### config.mk
export PLATFORM = sky130hd
export DESIGN_NAME = uart_loader
export DESIGN_NICKNAME = d
export VERILOG_FILES = /design/src/rtl/loader_pkg.sv /design/src/rtl/uart_rx.sv /design/src/rtl/uart_loader.sv
export SDC_FILE = /design/constraint.sdc
export NUM_CORES = 1
export LEC_CHECK = 0
export BUFFER_PORTS_ARGS = -buffer_cell sky130_fd_sc_hd__buf_2
export CORE_MARGIN = 2
export CORE_UTILIZATION = 59
export DETAILED_ROUTE_END_ITERATION = 16
export PLACE_DENSITY = 0.8
export RECOVER_POWER = 50
export SLEW_MARGIN = 0
export SYNTH_ARGS = -nofsm -noshare
export SYNTH_HDL_FRONTEND = slang
export SYNTH_SLANG_ARGS = --single-unit
export TNS_END_PERCENT = 1
### constraint.sdc
create_clock -name clk -period 3.25 [get_ports clk]
set_input_delay 0.4875 -clock clk [delete_from_list [all_inputs] [get_ports clk]]
set_output_delay 0.4875 -clock clk [all_outputs]
set_load 0.01 [all_outputs]
### src/rtl/loader_pkg.sv
// Shared definitions for the UART boot loader.
//   loader_state_t    : loader FSM state encoding
//   SYNC_BYTE_DEFAULT : default frame start marker
//   STORE_STATE_CODE  : core memory-stage state code driven during a store
//   BRAM_SPAN_BYTES   : size of the program BRAM in bytes
//   MAX_WORDS_DEFAULT : largest image that fits in BRAM, in 32-bit words
package loader_pkg;

    typedef enum logic [2:0] {
        SYNC  = 3'd0,
        LEN   = 3'd1,
        DATA  = 3'd2,
        WRITE = 3'd3,
        DONE  = 3'd4
    } loader_state_t;

    localparam logic [7:0]  SYNC_BYTE_DEFAULT = 8'hA5;
    localparam logic [2:0]  STORE_STATE_CODE  = 3'd3;
    localparam logic [31:0] BRAM_SPAN_BYTES   = 32'h0003_2000;
    localparam logic [31:0] MAX_WORDS_DEFAULT = BRAM_SPAN_BYTES >> 2;

endpackage

### src/rtl/uart_rx.sv
// 8N1 UART receiver with start-bit glitch rejection.
//   clk          : system clock
//   rst          : synchronous active-high reset
//   rx_in        : asynchronous serial input, idle high
//   rx_byte      : last assembled byte, valid while rx_valid is high
//   rx_valid     : one-cycle pulse, byte received with a good stop bit
//   rx_frame_err : one-cycle pulse, stop bit sampled low (byte dropped)
module uart_rx #(
    parameter int CLKS_PER_BIT = 868
) (
    input  logic       clk,
    input  logic       rst,
    input  logic       rx_in,
    output logic [7:0] rx_byte,
    output logic       rx_valid,
    output logic       rx_frame_err
);

    localparam int TW = $clog2(CLKS_PER_BIT);
    localparam logic [TW-1:0] FULL_BIT = TW'(CLKS_PER_BIT - 1);
    localparam logic [TW-1:0] HALF_BIT = TW'(CLKS_PER_BIT / 2 - 1);

    typedef enum logic [1:0] {
        RX_IDLE  = 2'd0,
        RX_START = 2'd1,
        RX_BITS  = 2'd2,
        RX_STOP  = 2'd3
    } rx_state_t;

    logic          rx_meta, rx_sync, rx_prev;
    rx_state_t     state, state_n;
    logic [TW-1:0] timer, timer_n;
    logic [2:0]    bit_idx, bit_idx_n;
    logic [7:0]    shift, shift_n;
    logic          valid_n, ferr_n;

    // Synchronizer resets to the idle level so reset never looks like a start edge.
    always_ff @(posedge clk) begin
        if (rst) begin
            rx_meta      <= 1'b1;
            rx_sync      <= 1'b1;
            rx_prev      <= 1'b1;
            state        <= RX_IDLE;
            timer        <= '0;
            bit_idx      <= '0;
            shift        <= '0;
            rx_valid     <= 1'b0;
            rx_frame_err <= 1'b0;
        end else begin
            rx_meta      <= rx_in;
            rx_sync      <= rx_meta;
            rx_prev      <= rx_sync;
            state        <= state_n;
            timer        <= timer_n;
            bit_idx      <= bit_idx_n;
            shift        <= shift_n;
            rx_valid     <= valid_n;
            rx_frame_err <= ferr_n;
        end
    end

    always_comb begin
        state_n   = state;
        timer_n   = timer;
        bit_idx_n = bit_idx;
        shift_n   = shift;
        valid_n   = 1'b0;
        ferr_n    = 1'b0;

        if (state != RX_IDLE && timer != '0) begin
            timer_n = timer - 1'b1;
        end else begin
            unique case (state)
                RX_IDLE: begin
                    if (rx_prev && !rx_sync) begin
                        state_n = RX_START;
                        timer_n = HALF_BIT;
                    end
                end
                RX_START: begin
                    // Line back high at mid start bit: treat as a glitch.
                    if (!rx_sync) begin
                        state_n   = RX_BITS;
                        timer_n   = FULL_BIT;
                        bit_idx_n = '0;
                    end else begin
                        state_n = RX_IDLE;
                    end
                end
                RX_BITS: begin
                    shift_n = {rx_sync, shift[7:1]};
                    timer_n = FULL_BIT;
                    if (bit_idx == 3'd7) begin
                        state_n = RX_STOP;
                    end else begin
                        bit_idx_n = bit_idx + 3'd1;
                    end
                end
                RX_STOP: begin
                    state_n = RX_IDLE;
                    if (rx_sync) valid_n = 1'b1;
                    else         ferr_n  = 1'b1;
                end
                default: state_n = RX_IDLE;
            endcase
        end
    end

    assign rx_byte = shift;

endmodule

### src/rtl/uart_loader.sv
// UART boot loader: receives a framed image and writes it word by word into
// BRAM through the shared mmio store port, holding the CPU until complete.
//   clk, rst         : system clock, synchronous active-high reset
//   uart_txd_in      : serial input from the host
//   cpu_hold         : keeps the core in reset / selects loader on the bus
//   done             : image fully written
//   err              : sticky framing / oversize error
//   bus_store_enable : one-cycle store strobe
//   bus_is_sw        : word-store qualifier (same as bus_store_enable)
//   bus_state        : STORE_STATE during a store, else 0
//   bus_address      : word-aligned store byte address
//   bus_data         : store data
//
// state | meaning
// SYNC  | waiting for the start marker
// LEN   | collecting the 4-byte little-endian word count
// DATA  | collecting the 4 bytes of the next word
// WRITE | single store cycle on the bus
// DONE  | image loaded, CPU released, UART ignored
module uart_loader
    import loader_pkg::*;
#(
    parameter int          CLKS_PER_BIT = 868,
    parameter logic [31:0] LOAD_BASE    = 32'h0,
    parameter logic [31:0] MAX_WORDS    = MAX_WORDS_DEFAULT,
    parameter logic [7:0]  SYNC_BYTE    = SYNC_BYTE_DEFAULT,
    parameter logic [2:0]  STORE_STATE  = STORE_STATE_CODE
) (
    input  logic        clk,
    input  logic        rst,
    input  logic        uart_txd_in,
    output logic        cpu_hold,
    output logic        done,
    output logic        err,
    output logic        bus_store_enable,
    output logic        bus_is_sw,
    output logic [2:0]  bus_state,
    output logic [31:0] bus_address,
    output logic [31:0] bus_data
);

    logic [7:0]    rx_byte;
    logic          rx_valid, rx_frame_err;

    loader_state_t state, state_n;
    logic [1:0]    byte_cnt, byte_cnt_n;
    logic [31:0]   words_left, words_left_n;
    logic [31:0]   address_n, data_n;
    logic          err_n;
    logic [31:0]   len_full, words_dec;

    uart_rx #(
        .CLKS_PER_BIT(CLKS_PER_BIT)
    ) u_rx (
        .clk         (clk),
        .rst         (rst),
        .rx_in       (uart_txd_in),
        .rx_byte     (rx_byte),
        .rx_valid    (rx_valid),
        .rx_frame_err(rx_frame_err)
    );

    always_ff @(posedge clk) begin
        if (rst) begin
            state       <= SYNC;
            byte_cnt    <= '0;
            words_left  <= '0;
            bus_address <= LOAD_BASE;
            bus_data    <= '0;
            err         <= 1'b0;
        end else begin
            state       <= state_n;
            byte_cnt    <= byte_cnt_n;
            words_left  <= words_left_n;
            bus_address <= address_n;
            bus_data    <= data_n;
            err         <= err_n;
        end
    end

    // Bytes shift in from the top so the first byte lands in bits [7:0].
    assign len_full  = {rx_byte, words_left[31:8]};
    assign words_dec = words_left - 32'd1;

    always_comb begin
        state_n      = state;
        byte_cnt_n   = byte_cnt;
        words_left_n = words_left;
        address_n    = bus_address;
        data_n       = bus_data;
        err_n        = err;

        unique case (state)
            SYNC: begin
                if (rx_valid && rx_byte == SYNC_BYTE) begin
                    state_n    = LEN;
                    byte_cnt_n = '0;
                end
            end
            LEN: begin
                if (rx_valid) begin
                    words_left_n = len_full;
                    byte_cnt_n   = byte_cnt + 2'd1;
                    if (byte_cnt == 2'd3) begin
                        if (len_full == '0) begin
                            state_n = DONE;
                        end else if (len_full > MAX_WORDS) begin
                            err_n   = 1'b1;
                            state_n = SYNC;
                        end else begin
                            address_n = LOAD_BASE;
                            state_n   = DATA;
                        end
                    end
                end
            end
            DATA: begin
                if (rx_valid) begin
                    data_n     = {rx_byte, bus_data[31:8]};
                    byte_cnt_n = byte_cnt + 2'd1;
                    if (byte_cnt == 2'd3) state_n = WRITE;
                end
            end
            WRITE: begin
                address_n    = bus_address + 32'd4;
                words_left_n = words_dec;
                byte_cnt_n   = '0;
                state_n      = (words_dec == '0) ? DONE : DATA;
            end
            DONE: ;
            default: state_n = SYNC;
        endcase

        // A bad stop bit abandons the frame; the store cycle and the terminal
        // state are never interrupted.
        if (rx_frame_err && state != DONE && state != WRITE) begin
            err_n   = 1'b1;
            state_n = SYNC;
        end
    end

    assign bus_store_enable = (state == WRITE);
    assign bus_is_sw        = bus_store_enable;
    assign bus_state        = bus_store_enable ? STORE_STATE : 3'd0;
    assign done             = (state == DONE);
    assign cpu_hold         = !done;

endmodule

==> results of run 1 <==
[routing by layer]
metal | wire [um] | share of wire, % | up-vias | track usage, %
met5 | 0 | 0 | - | 0
met2 | 8120 | 48 | 282 | 46.3
li1 | - | - | 3061 | -
met1 | 7290 | 43 | 2999 | 36.9
met4 | 390 | 2.3 | 0 | 11.5
met3 | 1260 | 7.4 | 42 | 7.11
[synthesized netlist by cell type (all sizes together) (3+ instances only)]
| library cell | count |
|---|---|
| nand4b | 3 |
| ha | 12 |
| or4 | 5 |
| and3 | 7 |
| nor2 | 101 |
| a311oi | 3 |
| nand3b | 5 |
| clkbuf | 44 |
| a22oi | 3 |
| nor4b | 6 |
| or3 | 12 |
| nor3b | 7 |
| buf | 21 |
| a211oi | 6 |
| a2111oi | 3 |
| nor2b | 5 |
| nand4 | 12 |
| nand2b | 8 |
| nor4 | 30 |
| xor2 | 8 |
| nor3 | 45 |
| a31oi | 5 |
| a221oi | 11 |
| a21oi | 80 |
| inv | 18 |
| or2 | 7 |
| o21ai | 38 |
| nand2 | 123 |
| xnor2 | 35 |
| nand3 | 31 |
| dfxtp | 128 |
[critical path, cell delays in order, from the launching register on]
cell	delay [ps]
dfxtp_1	390
inv_1	120
ha_1	420
nor3b_1	470
nand4_4	220
or3_4	400
xnor2_1	140
and4bb_1	250
a41o_1	230
a21oi_2	120
[logic make-up (layout without fill, tap and decap cells)]
| family | count (synthesis) | after routing | synth area share (%) |
|---|---|---|---|
| AOI/OAI and AO/OA | 168 | 168 | 15.5 |
| xor gates and xnor gates | 43 | 43 | 5.66 |
| adders and majority gates | 12 | 12 | 2.26 |
| buffers and inverters | 84 | 139 | 6.02 |
| DFF | 128 | 128 | 38.5 |
| muxes | 2 | 2 | 0.301 |
| other | 1 | 3 | 0.0564 |
| and+or+nand+nor | 411 | 411 | 31.6 |
[cell type report]
cell class / count / share of cell area, %
well taps: 140 / 2.33
multi-input cells: 639 / 49.1
clock buffers: 20 / 6.20
flip-flops and latches: 128 / 34.1
repair buffers: 88 / 5.27
inverters: 19 / 0.948
clock inverters: 12 / 2.06
[power breakdown]
part / total, W / leakage (nW) / switching (W) / internal (W)
Sequential: 0.00162 / 1.03 / 0.0000295 / 0.00159
Combinational: 0.000358 / 1.30 / 0.000227 / 0.000131
Clock: 0.00198 / 0.303 / 0.000712 / 0.00127
Total: 0.00396 / 2.64 / 0.000969 / 0.00299
[stage by stage]
step	total power (W)	cell area [um2]
after global routing	0.00409	7520
final	0.00396	7520
after CTS	0.00399	7610
after detailed placement	0.00200	6990
after global placement	0.00199	6990
after floorplan	0.00193	6660
[sequential cells by signal (all words and copies together) (netlist names)]
name and count:
bus_address 30, bus_data 32, byte_cnt 2, err 1, state 3, u_rx.bit_idx 3, u_rx.rx_byte 8, u_rx.rx_frame_err 1
u_rx.rx_meta 1, u_rx.rx_prev 1, u_rx.rx_sync 1, u_rx.rx_valid 1, u_rx.state 2, u_rx.timer 10, words_left 32
[path summary, 6_finish.rpt]
| check | slack [ps] | end | cells after the start |
|---|---|---|---|
| setup / recovery | 420 | state[1] | 9 |
| hold / removal | 260 | u_rx.rx_meta | 2 |
| setup reg to reg | 420 | state[1] | 9 |
| hold reg to reg | 420 | u_rx.rx_sync | 1 |
==> summary.md, run 1 <==
| Metric | Value |
|---|---|
| Type of origin of the critical path | `flip-flop` |
| Crit. End Element | `flip-flop` |
| CP arrival | `3190 ps` |
| Area taken by flip-flops and latches | `2560 um2` |
| PD cells | `527 nW/um2` |
| Core ar. | `10900 um2` |
| CTS buffer count | `17` |
| GRT Residual Overflow | `0` |
| Final period util | `87.2%` |
| Hpwl dp | `11.6 mm` |
| Initial antenna violation count | `0` |
| Slew @ Worst Pin | `1290 ps` |
| Setup Viol. Count Final | `0` |
| Setup TNS Final | `0 ps` |
| Worst EP required | `3610 ps` |
| YS warnings | `0` |
| Die width | `110 um` |
| Worst Path Max Fanout | `13` |
| Multi-input logic area | `3690 um2` |
| Sequential-to-total area share from yosys stat | `38.5%` |
| LEAKAGE | `2.64 nW` |
| Fill count | `908` |
| Min Hold Slack | `264 ps` |
| Vias/cell | `6.10` |
| Worst-Skew Late Latency | `420 ps` |
| Worst setup margin | `416 ps` |
| Status | `finished, final reports clean` |
| Ys flop type | `dfxtp_1` |
| Initial Util | `60.8%` |
| Async SR Flop Fraction | `0%` |
| Final min period | `2830 ps` |
| Clk slew on worst S/H paths | `60 ps` |
| Netlist Area Pre-Place | `6650 um2` |
| Average wire per standard cell | `16.3 um` |
| Top cell type's share of synthesized area | `38.5%` |
| Post-synth EDFFs | `0` |
| Vias in the first global route | `5735` |
| DR vias | `6384` |
| RSZ-0062 raised after global routing | `no` |
| Synth unique cells | `71` |
| Area growth syn-to-layout | `13.1%` |
| Max Clk Rate | `0.353 GHz` |
| Max-cap check violation count | `0` |
| Hold Buf Count CTS | `0` |
| First-pass GRT wire length | `27.5 mm` |
| Worst Min Path Start | `uart_txd_in` |
| Worst min path class | `in -> reg` |
| Type of the worst setup path | `reg -> reg` |
| Max clock buf depth | `2` |
| FF-to-FF Start | `words_left[0]` |
| Input/output buffers | `71` |
| Yosys top cell by area | `dfxtp_1` |
| Synth top area cells | `dfxtp_1 39%, nand2_1 6.9%, a21oi_1 5.9%, nor2_1 5.7%, xnor2_1 4.6%` |
| GR Util All Layers | `28.7%` |
| Final Max Slew Viols | `0` |
| DRC errors left | `0` |
| CTS tree | `yes` |
| Avg Inst Size Synth | `7.83 um2` |
| Leading cell type in the layout, fill and taps excluded | `dfxtp_1` |
| # nets final | `908` |
| Clock root cell | `clkbuf_16` |
| Post-cts sizing count | `0` |
| Synth Register Bits | `128` |
| Worst Setup SP | `words_left[0]` |
| Largest net degree at the start of global routing | `55` |
| Placed cells | `1014` |
| ANT nets after route | `0` |
| Core Rows | `38` |
| Final Skew | `8.79 ps` |
| H-Tree Level Count | `4` |
| Initial DRC count | `701` |
| Die H | `110 um` |
| Dpl ws | `524 ps` |
| Relative max-transition margin | `13.8%` |
| DR pass1 iterations | `6` |
| Clock sinks | `128` |
| GPL Wtd Cong | `0.958` |
| ANT cells | `0` |
| Hold Vio Cnt, Final | `0` |
| Synthesized instance count | `849` |
| WL final | `17.1 mm` |
| Non-filler cells, final | `1046` |
| Die area | `12100 um2` |
| Post-CTS setup buffers | `0` |
| Peak VDD IR | `0.000376 V` |
| Layout cells sized above 1 | `9.38%` |
| Final core occ | `68.8%` |
| Io pins | `75` |
| Commonest non-fill, non-tap cells in the layout | `128 x dfxtp_1, 123 x nand2_1, 101 x nor2_1` |
Note: power is estimated with default switching activity, not from simulation.
==> inputs of run 2 (changes only) <==
--- a/config.mk
+++ b/config.mk
@@ -6,11 +6,11 @@
 export NUM_CORES = 1
 export LEC_CHECK = 0
 export BUFFER_PORTS_ARGS = -buffer_cell sky130_fd_sc_hd__buf_2
-export CORE_MARGIN = 2
+export CORE_MARGIN = 1.5
 export CORE_UTILIZATION = 59
 export DETAILED_ROUTE_END_ITERATION = 16
 export PLACE_DENSITY = 0.8
-export RECOVER_POWER = 50
+export RECOVER_POWER = 25
 export SLEW_MARGIN = 0
 export SYNTH_ARGS = -nofsm -noshare
 export SYNTH_HDL_FRONTEND = slang
==> run 2 against run 1 <==
- sequential share of layout area decreased by 0.16 points
- critical path type unchanged
- register-to-register slack is essentially flat
- the run now ends with capacitance limit, slew limit left
- cell count about the same
- routed wire length rose by 0.63%
- highest routed layer unchanged
- fmax increased by 0.34%
- final area is 0.48% higher
==> summary.md, run 2 (synthesis results as in run 1) <==
| Metric | Value |
|---|---|
| Largest net degree at the start of global routing | `44` |
| Vias/cell | `6.16` |
| CTS buffer count | `17` |
| Final period util | `86.9%` |
| Die H | `109 um` |
| CTS tree | `yes` |
| Max clock buf depth | `2` |
| Core ar. | `10900 um2` |
| Type of origin of the critical path | `flip-flop` |
| Failing checks | `capacitance limit, slew limit` |
| ANT cells | `0` |
| Slew @ Worst Pin | `2010 ps` |
| Max-cap check violation count | `1` |
| Core Rows | `38` |
| Initial DRC count | `745` |
| Sequential Power Share | `40.6%` |
| Status | `finished with violations` |
| Final core occ | `69.1%` |
| DR pass1 iterations | `5` |
| WP buf/inv | `0` |
| Combinational fraction of design power | `9.0%` |
| Type of the worst setup path | `reg -> reg` |
| Hold Buf Count CTS | `0` |
| H-Tree Level Count | `4` |
| Hpwl dp | `11.5 mm` |
| Clk slew on worst S/H paths | `60 ps` |
| # nets final | `908` |
| Sw Share | `23.4%` |
| Crit path largest cell delay | `700 ps` |
| Input/output buffers | `71` |
| P_int | `0.00306 W` |
| Non-filler cells, final | `1045` |
| RSZ-0062 raised after global routing | `no` |
| Die width | `109 um` |
| Crit. End Element | `flip-flop` |
| Die area | `11900 um2` |
| Reg2reg setup slack | `430 ps` |
| ANT nets after route | `0` |
| Peak VDD IR | `0.000433 V` |
| Fill count | `890` |
| Largest registers | `bus_data (32), words_left (32), bus_address (30)` |
| Psw | `0.000936 W` |
| Layout cells sized above 1 | `11.0%` |
| CP arrival | `3130 ps` |
| Clock share of power | `50.4%` |
| Commonest non-fill, non-tap cells in the layout | `128 x dfxtp_1, 123 x nand2_1, 101 x nor2_1` |
| Post-cts sizing count | `0` |
| Worst min path class | `in -> reg` |
| Clock sinks | `128` |
| Average wire per standard cell | `16.4 um` |
| Initial antenna violation count | `0` |
| Post-CTS setup buffers | `0` |
| Relative max-transition margin | `-33.8%` |
| First-pass GRT wire length | `28.0 mm` |
| Slowest CP cell | `a41oi_2` |
| LEAKAGE | `2.71 nW` |
| Clock root cell | `clkbuf_16` |
| Initial Util | `60.8%` |
| Crit path cell chain | `nor4_2 -> nand3_1 -> or2_1 -> a41oi_2 -> nor3_1 -> xnor2_1 -> nor2_1` |
| Io pins | `75` |
| Final Max Slew Viols | `44` |
| GR Util All Layers | `29.8%` |
| Leading cell type in the layout, fill and taps excluded | `dfxtp_1` |
| WL final | `17.2 mm` |
| Worst EP required | `3550 ps` |
| Total power | `0.00400 W` |
| Worst Path Max Fanout | `14` |
| GRT Residual Overflow | `0` |
| Hold Vio Cnt, Final | `0` |
| GPL Wtd Cong | `0.946` |
| Final min period | `2820 ps` |
| Final Skew | `10.9 ps` |
| Setup TNS Final | `0 ps` |
| DR vias | `6435` |
| DRC errors left | `0` |
| Worst-Skew Late Latency | `420 ps` |
| Area growth syn-to-layout | `13.7%` |
| Max Clk Rate | `0.354 GHz` |
| Placed cells | `1014` |
| Setup Viol. Count Final | `0` |
| Crit path max-delay family | `simple AND/OR/NAND/NOR gates` |
| PD cells | `529 nW/um2` |
| Vias in the first global route | `6037` |
[run 2: cell types whose count changed in the layout (fill, tap and decap cells not counted), moves of 2 or more]
cell	delta
buf_2	+17
clkbuf_1	-16
buf_4	+2
clkinv_2	-2
inv_6	-2
[run 2: path summary, 6_finish.rpt]
path                    endpoint  cells after the start      startpoint
setup reg to reg  bus_address[9]                      7  words_left[12]
hold / removal      u_rx.rx_meta                      2     uart_txd_in
setup / recovery  bus_address[9]                      7  words_left[12]
hold reg to reg     u_rx.rx_sync                      1    u_rx.rx_meta
[run 2: layer usage]
layer | GRT usage [%] | wire [um]
met5 | 0 | 0
met3 | 6.81 | 1040
met1 | 36.7 | 7370
met4 | 15.5 | 566
met2 | 48.5 | 8190
[run 2: metrics by stage]
| step | hold slack [ps] | setup WS [ps] | area [um2] |
|---|---|---|---|
| 6_report | 265 | 425 | 7560 |
| 3_3_place_gp | 397 | 627 | 6990 |
| 3_5_place_dp | 396 | 512 | 6990 |
| 2_1_floorplan | 389 | 925 | 6660 |
| 5_1_grt | 258 | 175 | 7560 |
| 4_1_cts | 258 | 470 | 7620 |
[run 2: cell type report]
cell class              count  area (um2)  area share [%]
multi-input cells         639        3690            48.9
flip-flops and latches    128        2560            33.9
clock buffers              22         474            6.27
repair buffers             88         424            5.61
well taps                 140         175            2.32
clock inverters             9         156            2.07
inverters                  19        71.3           0.944
[run 2: power by group through the flow]
stage               combinational [W]  clock [W]  sequential, W
global route                 0.000400    0.00210        0.00163
floorplan                    0.000285          0        0.00165
finish                       0.000359    0.00202        0.00162
global placement             0.000332          0        0.00165
CTS                          0.000355    0.00204        0.00162
detailed placement           0.000349          0        0.00166
